**src/rtl/keypad_entry_pkg.sv**
```systemverilog
// Shared constants and types for the keypad time-entry block.
package keypad_entry_pkg;

  localparam int unsigned NUM_KEYS       = 12;
  localparam int unsigned NUM_DIGIT_KEYS = 10;
  localparam int unsigned KEY_START      = 10;
  localparam int unsigned KEY_CANCEL     = 11;
  localparam int unsigned MAX_DIGITS     = 4;
  localparam int unsigned BCD_W          = 16;
  localparam int unsigned CNT_W          = 3;

  typedef enum logic [1:0] {
    ST_EMPTY = 2'd0,
    ST_ENTRY = 2'd1,
    ST_FULL  = 2'd2
  } entry_state_t;

  typedef logic [3:0] bcd_digit_t;

  // A start is allowed only for a nonzero time whose seconds-tens digit is 0-5.
  function automatic logic time_valid(input logic [BCD_W-1:0] bcd);
    return (bcd != '0) && (bcd[7:4] <= 4'd5);
  endfunction

endpackage

```
**src/rtl/key_debounce.sv**
```systemverilog
// One key: 2-flop synchronizer, level debouncer and registered rising-edge press strobe.
module key_debounce #(
  parameter int unsigned DEB_CYCLES = 20000
) (
  input  logic clk,
  input  logic rst_n,
  input  logic raw,
  output logic press
);

  localparam int unsigned CW = $clog2(DEB_CYCLES + 1);

  logic          sync1;
  logic          sync2;
  logic          stable;
  logic [CW-1:0] cnt;

  always_ff @(posedge clk or negedge rst_n) begin
    if (!rst_n) begin
      sync1 <= 1'b0;
      sync2 <= 1'b0;
    end else begin
      sync1 <= raw;
      sync2 <= sync1;
    end
  end

  // Count consecutive disagreeing cycles; the last one commits the new level.
  always_ff @(posedge clk or negedge rst_n) begin
    if (!rst_n) begin
      stable <= 1'b0;
      cnt    <= '0;
      press  <= 1'b0;
    end else begin
      press <= 1'b0;
      if (sync2 == stable) begin
        cnt <= '0;
      end else if (cnt == CW'(DEB_CYCLES - 1)) begin
        stable <= sync2;
        cnt    <= '0;
        press  <= sync2;
      end else begin
        cnt <= cnt + CW'(1);
      end
    end
  end

endmodule

```
**src/rtl/keypad_entry.sv**
```systemverilog
// Keypad time entry: 12 debounced keys feeding a 4-digit BCD entry FSM.
// Optional beep output is enabled with `define KEYPAD_BEEP_EN.
module keypad_entry
  import keypad_entry_pkg::*;
#(
  parameter int unsigned DEB_CYCLES  = 20000,
  parameter int unsigned BEEP_CYCLES = 50000
) (
  input  logic                clk,
  input  logic                rst_n,
  input  logic [NUM_KEYS-1:0] t,
  output logic [BCD_W-1:0]    time_bcd,
  output logic [CNT_W-1:0]    digit_cnt,
  output logic                start_pulse,
  output logic                cancel_pulse,
  output logic                err_pulse
`ifdef KEYPAD_BEEP_EN
  ,
  output logic                beep
`endif
);

  if (DEB_CYCLES < 1 || BEEP_CYCLES < 1) begin : g_param_check
    $error("keypad_entry: DEB_CYCLES and BEEP_CYCLES must be at least 1");
  end

  logic [NUM_KEYS-1:0] press;

  for (genvar k = 0; k < NUM_KEYS; k++) begin : g_key
    key_debounce #(
      .DEB_CYCLES(DEB_CYCLES)
    ) u_key_debounce (
      .clk   (clk),
      .rst_n (rst_n),
      .raw   (t[k]),
      .press (press[k])
    );
  end

  entry_state_t     state;
  entry_state_t     state_nxt;
  entry_state_t     eff_state;
  logic             clr_pend;
  logic             clr_nxt;
  logic [BCD_W-1:0] eff_bcd;
  logic [BCD_W-1:0] bcd_nxt;
  logic [CNT_W-1:0] eff_cnt;
  logic [CNT_W-1:0] cnt_nxt;
  logic             start_nxt;
  logic             cancel_nxt;
  logic             err_nxt;
  bcd_digit_t       digit;

  always_ff @(posedge clk or negedge rst_n) begin
    if (!rst_n) begin
      state        <= ST_EMPTY;
      clr_pend     <= 1'b0;
      time_bcd     <= '0;
      digit_cnt    <= '0;
      start_pulse  <= 1'b0;
      cancel_pulse <= 1'b0;
      err_pulse    <= 1'b0;
    end else begin
      state        <= state_nxt;
      clr_pend     <= clr_nxt;
      time_bcd     <= bcd_nxt;
      digit_cnt    <= cnt_nxt;
      start_pulse  <= start_nxt;
      cancel_pulse <= cancel_nxt;
      err_pulse    <= err_nxt;
    end
  end

  // After a start strobe the buffer is treated as empty before any new key is applied.
  always_comb begin
    eff_bcd    = clr_pend ? '0 : time_bcd;
    eff_cnt    = clr_pend ? '0 : digit_cnt;
    eff_state  = clr_pend ? ST_EMPTY : state;
    state_nxt  = eff_state;
    bcd_nxt    = eff_bcd;
    cnt_nxt    = eff_cnt;
    start_nxt  = 1'b0;
    cancel_nxt = 1'b0;
    err_nxt    = 1'b0;
    clr_nxt    = 1'b0;
    digit      = '0;

    for (int i = int'(NUM_DIGIT_KEYS) - 1; i >= 0; i--) begin
      if (press[i]) digit = 4'(i);
    end

    if (press[KEY_CANCEL]) begin
      state_nxt  = ST_EMPTY;
      bcd_nxt    = '0;
      cnt_nxt    = '0;
      cancel_nxt = 1'b1;
    end else if (press[KEY_START]) begin
      if (time_valid(eff_bcd)) begin
        start_nxt = 1'b1;
        clr_nxt   = 1'b1;
      end else begin
        err_nxt = 1'b1;
      end
    end else if (|press[NUM_DIGIT_KEYS-1:0]) begin
      if (eff_state != ST_FULL) begin
        bcd_nxt   = {eff_bcd[BCD_W-5:0], digit};
        cnt_nxt   = eff_cnt + 3'd1;
        state_nxt = (cnt_nxt == CNT_W'(MAX_DIGITS)) ? ST_FULL : ST_ENTRY;
      end
    end
  end

`ifdef KEYPAD_BEEP_EN
  localparam int unsigned BEEP_W = $clog2(BEEP_CYCLES + 1);

  logic [BEEP_W-1:0] beep_cnt;

  // Any accepted key (re)starts a BEEP_CYCLES-long pulse.
  always_ff @(posedge clk or negedge rst_n) begin
    if (!rst_n) begin
      beep     <= 1'b0;
      beep_cnt <= '0;
    end else if (|press) begin
      beep     <= 1'b1;
      beep_cnt <= BEEP_W'(BEEP_CYCLES - 1);
    end else if (beep_cnt != '0) begin
      beep_cnt <= beep_cnt - BEEP_W'(1);
    end else begin
      beep <= 1'b0;
    end
  end
`endif

endmodule

```
**config.mk**
```make
export PLATFORM = sky130hd
export DESIGN_NAME = keypad_entry
export DESIGN_NICKNAME = d
export VERILOG_FILES = /design/src/rtl/keypad_entry_pkg.sv /design/src/rtl/key_debounce.sv /design/src/rtl/keypad_entry.sv
export SDC_FILE = /design/constraint.sdc
export NUM_CORES = 1
export LEC_CHECK = 0
export CAP_MARGIN = 30
export CORE_MARGIN = 2
export CORE_UTILIZATION = 50
export DETAILED_ROUTE_END_ITERATION = 8
export GPL_TIMING_DRIVEN = 0
export PLACE_DENSITY = 0.75
export SLEW_MARGIN = 10
export SYNTH_ARGS = -nofsm -noshare
export SYNTH_HDL_FRONTEND = slang
export SYNTH_SLANG_ARGS = --single-unit
```
**constraint.sdc**
```tcl
create_clock -name clk -period 3.1 [get_ports clk]
set_input_delay 0.31 -clock clk [delete_from_list [all_inputs] [get_ports clk]]
set_output_delay 0.31 -clock clk [all_outputs]
set_load 0.02 [all_outputs]
```
# Yosys cells after proc, flatten, opt, wreduce, memory -nomap -nowiden
# Index checks and enable logic that the tools add are counted.
# word_totals
ff_bits	252
inputBits	14
# op_classes
add_sub_neg	13
n_lt_le_gt_ge	1
n_eq_ne	26
n_mux	81
bitwise	12
n_reduce_logical	15
# op_table
op	n
$mux W15	24
$add A15 B1 Y15 const B	12
$eq A15 B15 Y1 const B	12
$mux W16	5
$mux W4	10
$mux W1	31
$reduce_and A2 Y1	12
$reduce_bool A16 Y1	1
$mux W3	5
$eq A1 B1 Y1	12
$mux W2	6
$not A1 Y1	12
$reduce_or A10 Y1	1
$le A4 B3 Y1 const B	1
$add A3 B1 Y3 const B	1
$eq A3 B3 Y1 const B	1
$ne A2 B2 Y1 const B	1
$logic_and A1 B1 Y1	1

# Longest topological paths before layout
# Gate-level depths: netlist of run 1.
# logic_depth
ltp_word	14
mapped_depth	7
depth_no_buf	5

# Modules after synthesis
# From an unflattened synthesis of run 1, not the netlist that was laid out.
# hier_totals
hier_cells	1065
hier_area_um2	12087.8
# by_module_without_submodules
mod	instances	cells_each	area_per_inst_um2	seq_area_each_um2
key_debounce	12	79	905.9	475.5
keypad_entry	1	117	1217.4	600.6

# Worst setup path after synthesis of run 1
# No wires, ideal clock.
# synth_path
path_type	reg2reg
from	register g_key[7].u_key_debounce.cnt[7]
to	register g_key[7].u_key_debounce.stable
setup_ns	0.125
arrival_time_ns	1.769
required_ns	2.975
path_slack_ns	1.206
path_stages_with_launch	4
path_buffers	0
period_less_slack_ns	1.894
cell_sequence	dfrtp_1 > or4_1 > or4_4 > mux2_4
# synth_via
elab_chain_cells	2
# synth_rtl
element	line	text
from (decl)	key_debounce.sv:16	logic [CW-1:0] cnt;
from (signal assigned)	key_debounce.sv:43	cnt <= cnt + CW'(1);
$eq A15 B15 Y1	key_debounce.sv:38	end else if (cnt == CW'(DEB_CYCLES - 1)) begin
$reduce_and A2 Y1 (no source line)	-	
to (signal assigned)	key_debounce.sv:39	stable <= sync2;
to (decl)	key_debounce.sv:15	logic stable;
# Every way passes these cells.
# A chain may end at the register's enable or synchronous reset.

# Final worst setup path of run 1
# layout_path
from	register g_key[11].u_key_debounce.cnt[0]
to	register g_key[11].u_key_debounce.cnt[12]
# layout_via
elab_chain_cells	3
elab_cells_between_ends	4
classes_between	1 x add/sub; 1 x eq/ne; 2 x mux
# layout_rtl
element	line	text
from (decl)	key_debounce.sv:16	
from (signal assigned)	key_debounce.sv:43	
$add A15 B1 Y15 / $eq A15 B15 Y1 (equally long branches)	key_debounce.sv:43, key_debounce.sv:38	
$mux W15 (*)	key_debounce.sv:38	
$mux W15 (*)	key_debounce.sv:36	if (sync2 == stable) begin
# Mark *: on every way between the ends. The rest lies on a longest branch, timed or not.

==> results of run 1 <==
-- kinds of logic after synthesis --
| family | after synthesis |
|---|---|
| and+or+nand+nor | 545 |
| xor gates and xnor gates | 162 |
| muxes | 24 |
| DFF | 252 |
| adders and majority gates | 14 |
| buffers and inverters | 52 |
| AOI/OAI and AO/OA | 32 |
-- layout by cell type, fill, tap and decap left out, types with 7 or more instances in the layout --
cell	count
nand4_1	63
xnor2_1	80
clkdlybuf4s50_1	34
dfrtp_1	252
o21ai_0	10
xor2_1	82
clkbuf_16	27
mux2i_1	12
clkbuf_1	31
nand3_1	66
nor4_1	31
a21oi_1	12
inv_1	21
nor4b_1	11
and4_1	28
nor3_1	27
nor3b_1	15
mux2_2	10
ha_1	14
nand2_1	65
or3_1	9
clkinv_2	7
and3_1	12
nor2_1	182
and2_1	10
-- synthesized netlist by cell type, drive strengths merged, types with 21 or more instances --
library cell    n  area, um2
and4           28      245.2
clkbuf         24      90.09
dfrtp         252       6306
inv            21      78.83
nand2          65      244.0
nand3          66      330.3
nand4          63      394.1
nor2          183      689.4
nor3           27      135.1
nor4           31      193.9
xnor2          80      700.7
xor2           82      718.2
-- registers in the layout, indices dropped and copies added, names as in the netlist, 2 cells and up --
register / count
g_key.u_key_debounce.sync1: 12
time_bcd: 16
g_key.u_key_debounce.sync2: 12
g_key.u_key_debounce.stable: 12
digit_cnt: 3
g_key.u_key_debounce.press: 12
state: 2
g_key.u_key_debounce.cnt: 180
-- stage by stage --
step | utilization (%) | instances | setup TNS, ns | hold WS, ns | power, mW
floorplan | - | 1081 | 0 | 0.01441 | 3.542
global placement | 53.86 | 1401 | -2237.53 | 0.3333 | 3.659
detailed placement | 54.12 | 1403 | 0 | 0.3347 | 3.673
CTS | 58.03 | 1453 | 0 | 0.1876 | 6.828
global route | 58.03 | 1453 | 0 | 0.1921 | 6.987
finish | 58.03 | 1453 | 0 | 0.2056 | 6.741
-- worst max-delay path, cell delays in order, from the launching register on --
cell and delay [ns]:
dfrtp_1 0.38, ha_1 0.22, nand3_1 0.21, o41ai_1 0.79, clkbuf_1 0.44, nor2_1 0.10
-- power breakdown --
| part | leakage [nW] | switching, mW | total (mW) | internal, mW |
|---|---|---|---|---|
| Clock | 0.430 | 1.27 | 3.13 | 1.86 |
| Sequential | 3.44 | 0.0499 | 3.39 | 3.34 |
| Combinational | 1.67 | 0.139 | 0.215 | 0.0757 |
| Total | 5.54 | 1.46 | 6.74 | 5.28 |
-- final timing paths --
path	start	to	slack [ns]	cells past startpoint
max in group asynchronous	rst_n	g_key[0].u_key_debounce.cnt[14]$_DFF_PN0_	1.50	4
min in group asynchronous	rst_n	g_key[6].u_key_debounce.cnt[12]$_DFF_PN0_	0.37	2
hold / removal	t[1]	g_key[1].u_key_debounce.sync1$_DFF_PN0_	0.21	1
hold reg to reg	g_key[2].u_key_debounce.sync1$_DFF_PN0_	g_key[2].u_key_debounce.sync2$_DFF_PN0_	0.35	0
setup reg to reg	g_key[11].u_key_debounce.cnt[0]$_DFF_PN0_	g_key[11].u_key_debounce.cnt[12]$_DFF_PN0_	0.83	5
setup / recovery	g_key[11].u_key_debounce.cnt[0]$_DFF_PN0_	g_key[11].u_key_debounce.cnt[12]$_DFF_PN0_	0.83	5
-- per-layer routing --
| layer | vias up | routed length [um] | track usage (%) |
|---|---|---|---|
| li1 | 3898 | - | - |
| met1 | 3849 | 9911 | 24.53 |
| met2 | 85 | 9693 | 29.12 |
| met3 | 39 | 511 | 2.117 |
| met4 | 0 | 477 | 5.159 |
| met5 | - | 0 | 0 |
-- repair_timing --
action | CTS | global route
hold buffers | 1 | 0
hold endpoints to repair | 89 | 0
resized for setup | 0 | 0
-- cell type report --
cell class,instances,area share (%)
sequential,252,48.29
tap,285,2.731
clock buffer,38,5.797
timing repair buffer,38,3.220
inverter,21,0.6037
multi-input combinational,777,37.40
buffer,31,1.102
clock inverter,11,0.8528
==> results.sh, run 1 <==
export IMPL_cts_tree="built"
export IMPL_htree_levels=1
export IMPL_nNetsFinal=1176
export IMPL_die_w_um=155.1
export IMPL_grt_overflow_total=0
export IMPL_placed_area_mm2=0.01218
export IMPL_drcViolationCount=0
export IMPL_wl_per_cell_um=14.17
export IMPL_async_reset_ff_share_pct=100.0
export IMPL_drtAntennaViolNets=0
export IMPL_avgSynthCellArea_um2=10.56
export IMPL_seqCellArea_mm2=0.006306
export IMPL_critical_path_required_ns=3.49
export IMPL_crit_type="flip-flop to flip-flop"
export IMPL_maxSlewViolCount=0
export IMPL_irDropWorstVdd_v=0.0004403
export IMPL_start_util_pct=50.71
export IMPL_setup_viol=0
export IMPL_ys_types=45
export IMPL_rsz0062_at_grt="false"
export IMPL_post_route_worst_setup_slack_ns=0.8268
export IMPL_clk_latency_ns=0.54
export IMPL_post_cts_buffers=0
export IMPL_synthMuxAreaShare_pct=2.302
export IMPL_synthAdderAreaFrac_pct=1.535
export IMPL_multi_input_area_mm2=0.004883
export IMPL_grt_pass1_vias=7846
export IMPL_cts_sinks=252
export IMPL_synth_warnings=0
export IMPL_port_buffers=35
export IMPL_drtPass1Iterations=4
export IMPL_cts_root_buf="clkbuf_16"
export IMPL_finalHoldViolations=0
export IMPL_powerDensity_mw_per_mm2=516.2
export IMPL_synth_edf_count=0
export IMPL_vias=7871
export IMPL_coreArea_mm2=0.02250
export IMPL_slew_headroom_pct=48.53
export IMPL_clk_pin_slew_ns=0.06
export IMPL_synth_seq_cells=252
export IMPL_syn_inst=1081
export IMPL_num_rows=55
export IMPL_fmax_mhz=439.9
export IMPL_ys_seq_area_share_pct=55.26
export IMPL_worst_pin_slew_ns=0.7620
export IMPL_cp_max_fo=10
export IMPL_post_place_ws_ns=0.8629
export IMPL_clock_path_buffers=3
export IMPL_min_period_ns=2.273
export IMPL_synth_fp_nets=1109
export IMPL_grt_pass1_wl_um=36090
export IMPL_dp_hpwl_um=13790
export IMPL_synth_compound_area_share_pct=1.645
export IMPL_antenna_found_initial=0
export IMPL_hold_path_class="primary input to flip-flop"
export IMPL_p_leak_nw=5.540
export IMPL_cts_made_buffers=27
export IMPL_yosys_area_share_simple_pct=24.88
export IMPL_syn2layout_area_growth_pct=14.42
export IMPL_dominantRegCellSynth="dfrtp_1"
export IMPL_crit_path_end_kind="flip-flop"
export IMPL_die_h_um=155.1
export IMPL_grt_max_degree=97
export IMPL_die_area_mm2=0.02405
export IMPL_final_area_mm2=0.01306
export IMPL_drt_first_iter_violations=457
export IMPL_fin_crit_sh_pct=73.33
export IMPL_place_congestion=0.8070
export IMPL_ios=36
export IMPL_maxCapViolCount=0
export IMPL_syn_area_mm2=0.01141
export IMPL_layout_drive_gt1_share_pct=5.993
export IMPL_via_per_inst=5.417
export IMPL_synth_top_family_by_area="simple AND/OR/NAND/NOR gates"
export IMPL_grt_use_total_pct=17.57
export IMPL_critPathArrivalTime_ns=2.67
export IMPL_synth_xor_area_share_pct=12.43
export IMPL_worst_clock_skew_ns=0.01581
export IMPL_startpoint_type="flip-flop"
export IMPL_wirelength_um=20590
export IMPL_diodes=0
export IMPL_fillers=1865
export IMPL_status="finished clean"
Note: power is estimated with default switching activity, not from simulation.
==> run 2: changes to the inputs <==
--- a/config.mk
+++ b/config.mk
@@ -10,7 +10,7 @@
 export CORE_UTILIZATION = 50
 export DETAILED_ROUTE_END_ITERATION = 8
 export GPL_TIMING_DRIVEN = 0
-export PLACE_DENSITY = 0.75
+export PLACE_DENSITY = 0.78
 export SLEW_MARGIN = 10
 export SYNTH_ARGS = -nofsm -noshare
 export SYNTH_HDL_FRONTEND = slang
==> constraint.sdc (replaced) <==
create_clock -name clk -period 2 [get_ports clk]
set_input_delay 0.2 -clock clk [delete_from_list [all_inputs] [get_ports clk]]
set_output_delay 0.2 -clock clk [all_outputs]
set_load 0.02 [all_outputs]
==> run 2 against run 1 <==
  * Die area unchanged
  * Power up 58%
  * Combinational power up 57%
  * Core utilization up 0.88 points
  * Clock skew up 0.0051 ns
  * Flip-flop and latch count unchanged
  * Design area up 1.5%
  * Worst setup slack worse by 0.76 ns
  * Non-clock buffer count up 4
  * Critical path depth unchanged
  * Critical endpoint is now g_key[6].u_key_debounce.cnt[11]$_DFF_PN0_
  * Via count up 0.86%
  * Register-to-register slack worse by 0.76 ns
==> results.sh, run 2 (synthesis results as in run 1) <==
export IMPL_cts_sinks=252
export IMPL_maxCapViolCount=0
export IMPL_clock_path_buffers=3
export IMPL_worst_clock_skew_ns=0.02087
export IMPL_syn2layout_area_growth_pct=16.16
export IMPL_ios=36
export IMPL_min_period_ns=1.936
export IMPL_port_buffers=35
export IMPL_num_rows=55
export IMPL_grt_pass1_wl_um=36520
export IMPL_coreArea_mm2=0.02250
export IMPL_worstReg2RegEnd="g_key[6].u_key_debounce.cnt[11]$_DFF_PN0_"
export IMPL_hold_path_class="primary input to flip-flop"
export IMPL_powerDensity_mw_per_mm2=801.7
export IMPL_via_per_inst=5.453
export IMPL_drtAntennaViolNets=0
export IMPL_drt_first_iter_violations=364
export IMPL_fmax_mhz=516.6
export IMPL_p_sw_share_pct=21.15
export IMPL_layout_drive_gt1_share_pct=8.711
export IMPL_p_int_mw=8.379
export IMPL_final_cells=1456
export IMPL_min_to="g_key[6].u_key_debounce.sync1$_DFF_PN0_"
export IMPL_clk_latency_ns=0.54
export IMPL_reg2reg_slack_ns=0.06
export IMPL_clkPwrFrac_pct=47.3
export IMPL_post_place_cells=1403
export IMPL_vias=7939
export IMPL_largest_register_ffs=180
export IMPL_power_switching_mw=2.248
export IMPL_irDropWorstVdd_v=0.0004558
export IMPL_cp_max_fo=10
export IMPL_die_w_um=155.1
export IMPL_final_core_util_pct=58.91
export IMPL_cts_root_buf="clkbuf_16"
export IMPL_dp_hpwl_um=13860
export IMPL_critPathArrivalTime_ns=2.36
export IMPL_die_h_um=155.1
export IMPL_crit_type="flip-flop to flip-flop"
export IMPL_final_cell_mix="249 x dfrtp_1, 182 x nor2_1, 82 x xor2_1"
export IMPL_start_util_pct=50.71
export IMPL_reg2reg_from="g_key[6].u_key_debounce.cnt[6]$_DFF_PN0_"
export IMPL_p_seq_share_pct=49.5
export IMPL_cts_made_buffers=27
export IMPL_drtPass1Iterations=6
export IMPL_min_from="t[6]"
export IMPL_fin_crit_sh_pct=96.78
export IMPL_grt_use_total_pct=17.90
export IMPL_die_area_mm2=0.02405
export IMPL_p_total_mw=10.63
export IMPL_grt_max_degree=90
export IMPL_worst_pin_slew_ns=0.6236
export IMPL_regMostFlops="g_key.u_key_debounce.cnt"
export IMPL_htree_levels=1
export IMPL_reg_largest_list="g_key.u_key_debounce.cnt x180, time_bcd x16"
export IMPL_grt_pass1_vias=7902
export IMPL_setup_viol=0
export IMPL_slew_headroom_pct=58.42
export IMPL_nNetsFinal=1180
export IMPL_crit_path_end_kind="flip-flop"
export IMPL_critical_path_required_ns=2.43
export IMPL_clk_pin_slew_ns=0.06
export IMPL_antenna_found_initial=0
export IMPL_place_congestion=0.8270
export IMPL_wl_per_cell_um=14.39
export IMPL_grt_overflow_total=0
export IMPL_wirelength_um=20950
export IMPL_status="finished clean"
export IMPL_maxSlewViolCount=0
export IMPL_ff2ff_path_depth=5
export IMPL_cts_tree="built"
export IMPL_startpoint_type="flip-flop"
export IMPL_finalHoldViolations=0
export IMPL_diodes=0
export IMPL_hold_path_depth=1
export IMPL_pwr_share_comb_pct=3.2
export IMPL_final_common_cell="dfrtp_1"
export IMPL_drcViolationCount=0
export IMPL_p_leak_nw=5.669
-- run 2: cell types whose count changed in the layout (fill, tap and decap cells not counted), sizes merged --
cell / before / now
clkbuf: 62 / 53
buf: 10 / 22
clkinvlp: 1 / 0
bufinv: 2 / 3
-- run 2: layout make-up --
class,instances,area [um2]
Fill cell,1798,9246
Sequential cell,252,6310
Multi-Input combinational cell,777,4971
Clock buffer,37,773.2
Timing Repair Buffer,49,503.0
Tap cell,285,356.6
Clock inverter,11,133.9
Buffer,24,130.1
Inverter,21,78.83
-- run 2: per-layer routing --
metal  vias to the layer above  global-route usage, %  wire length, um
li1                       3906                      -                -
met1                      3911                  24.84             9977
met2                        98                  29.74             9936
met3                        24                  2.563              715
met4                         0                  4.938              318
met5                         -                      0                0
-- run 2: what timing repair did --
item,CTS,global route
buffers inserted,1,10
endpoints found under the hold margin,84,0
pin swaps,0,5
hold buffers,1,0
cloned,0,0
endpoints found under the setup margin,104,140
resized for setup,8,20
-- run 2: worst max-delay path by stage --
stage	cells past startpoint	slack, ns	endpoint	from
6_report	5	0.06	g_key[6].u_key_debounce.cnt[11]$_DFF_PN0_	g_key[6].u_key_debounce.cnt[6]$_DFF_PN0_
4_1_cts	5	0.0005	g_key[9].u_key_debounce.cnt[10]$_DFF_PN0_	g_key[9].u_key_debounce.cnt[7]$_DFF_PN0_
3_5_place_dp	5	-0.23	g_key[11].u_key_debounce.cnt[5]$_DFF_PN0_	g_key[11].u_key_debounce.cnt[0]$_DFF_PN0_
2_1_floorplan	3	0.11	g_key[7].u_key_debounce.stable$_DFFE_PN0P_	g_key[7].u_key_debounce.cnt[7]$_DFF_PN0_
5_1_grt	5	-0.005	g_key[0].u_key_debounce.cnt[5]$_DFF_PN0_	g_key[0].u_key_debounce.cnt[6]$_DFF_PN0_
3_3_place_gp	1	-9.80	g_key[1].u_key_debounce.cnt[0]$_DFF_PN0_	rst_n
-- run 2: through the flow --
step | hold slack, ns | worst slack (ns) | setup TNS (ns) | instance area [um2]
after floorplan | -0.09559 | 0.1056 | 0 | 11410
after global placement | 0.3337 | -9.799 | -2467.90 | 12120
after detailed placement | 0.2390 | -0.2323 | -5.642 | 12180
after CTS | 0.07744 | 0.0004803 | 0 | 13120
after global routing | 0.08818 | -0.005103 | -0.008355 | 13260
final | 0.09581 | 0.06430 | 0 | 13260
-- run 2: power groups by stage --
stage / logic, mW / clock network (mW) / registers [mW]
2_1_floorplan: 0.157 / 0 / 5.33
3_3_place_gp: 0.318 / 0 / 5.35
3_5_place_dp: 0.339 / 0 / 5.35
4_1_cts: 0.344 / 5.15 / 5.26
5_1_grt: 0.394 / 5.37 / 5.27
6_report: 0.337 / 5.03 / 5.26
-- run 2: critical path, stage by stage (launching register included) --
cell and delay [ns]:
dfrtp_1 0.43, or4b_1 0.53, or4_4 0.53, nand2_2 0.13
buf_6 0.15, nor2_1 0.06
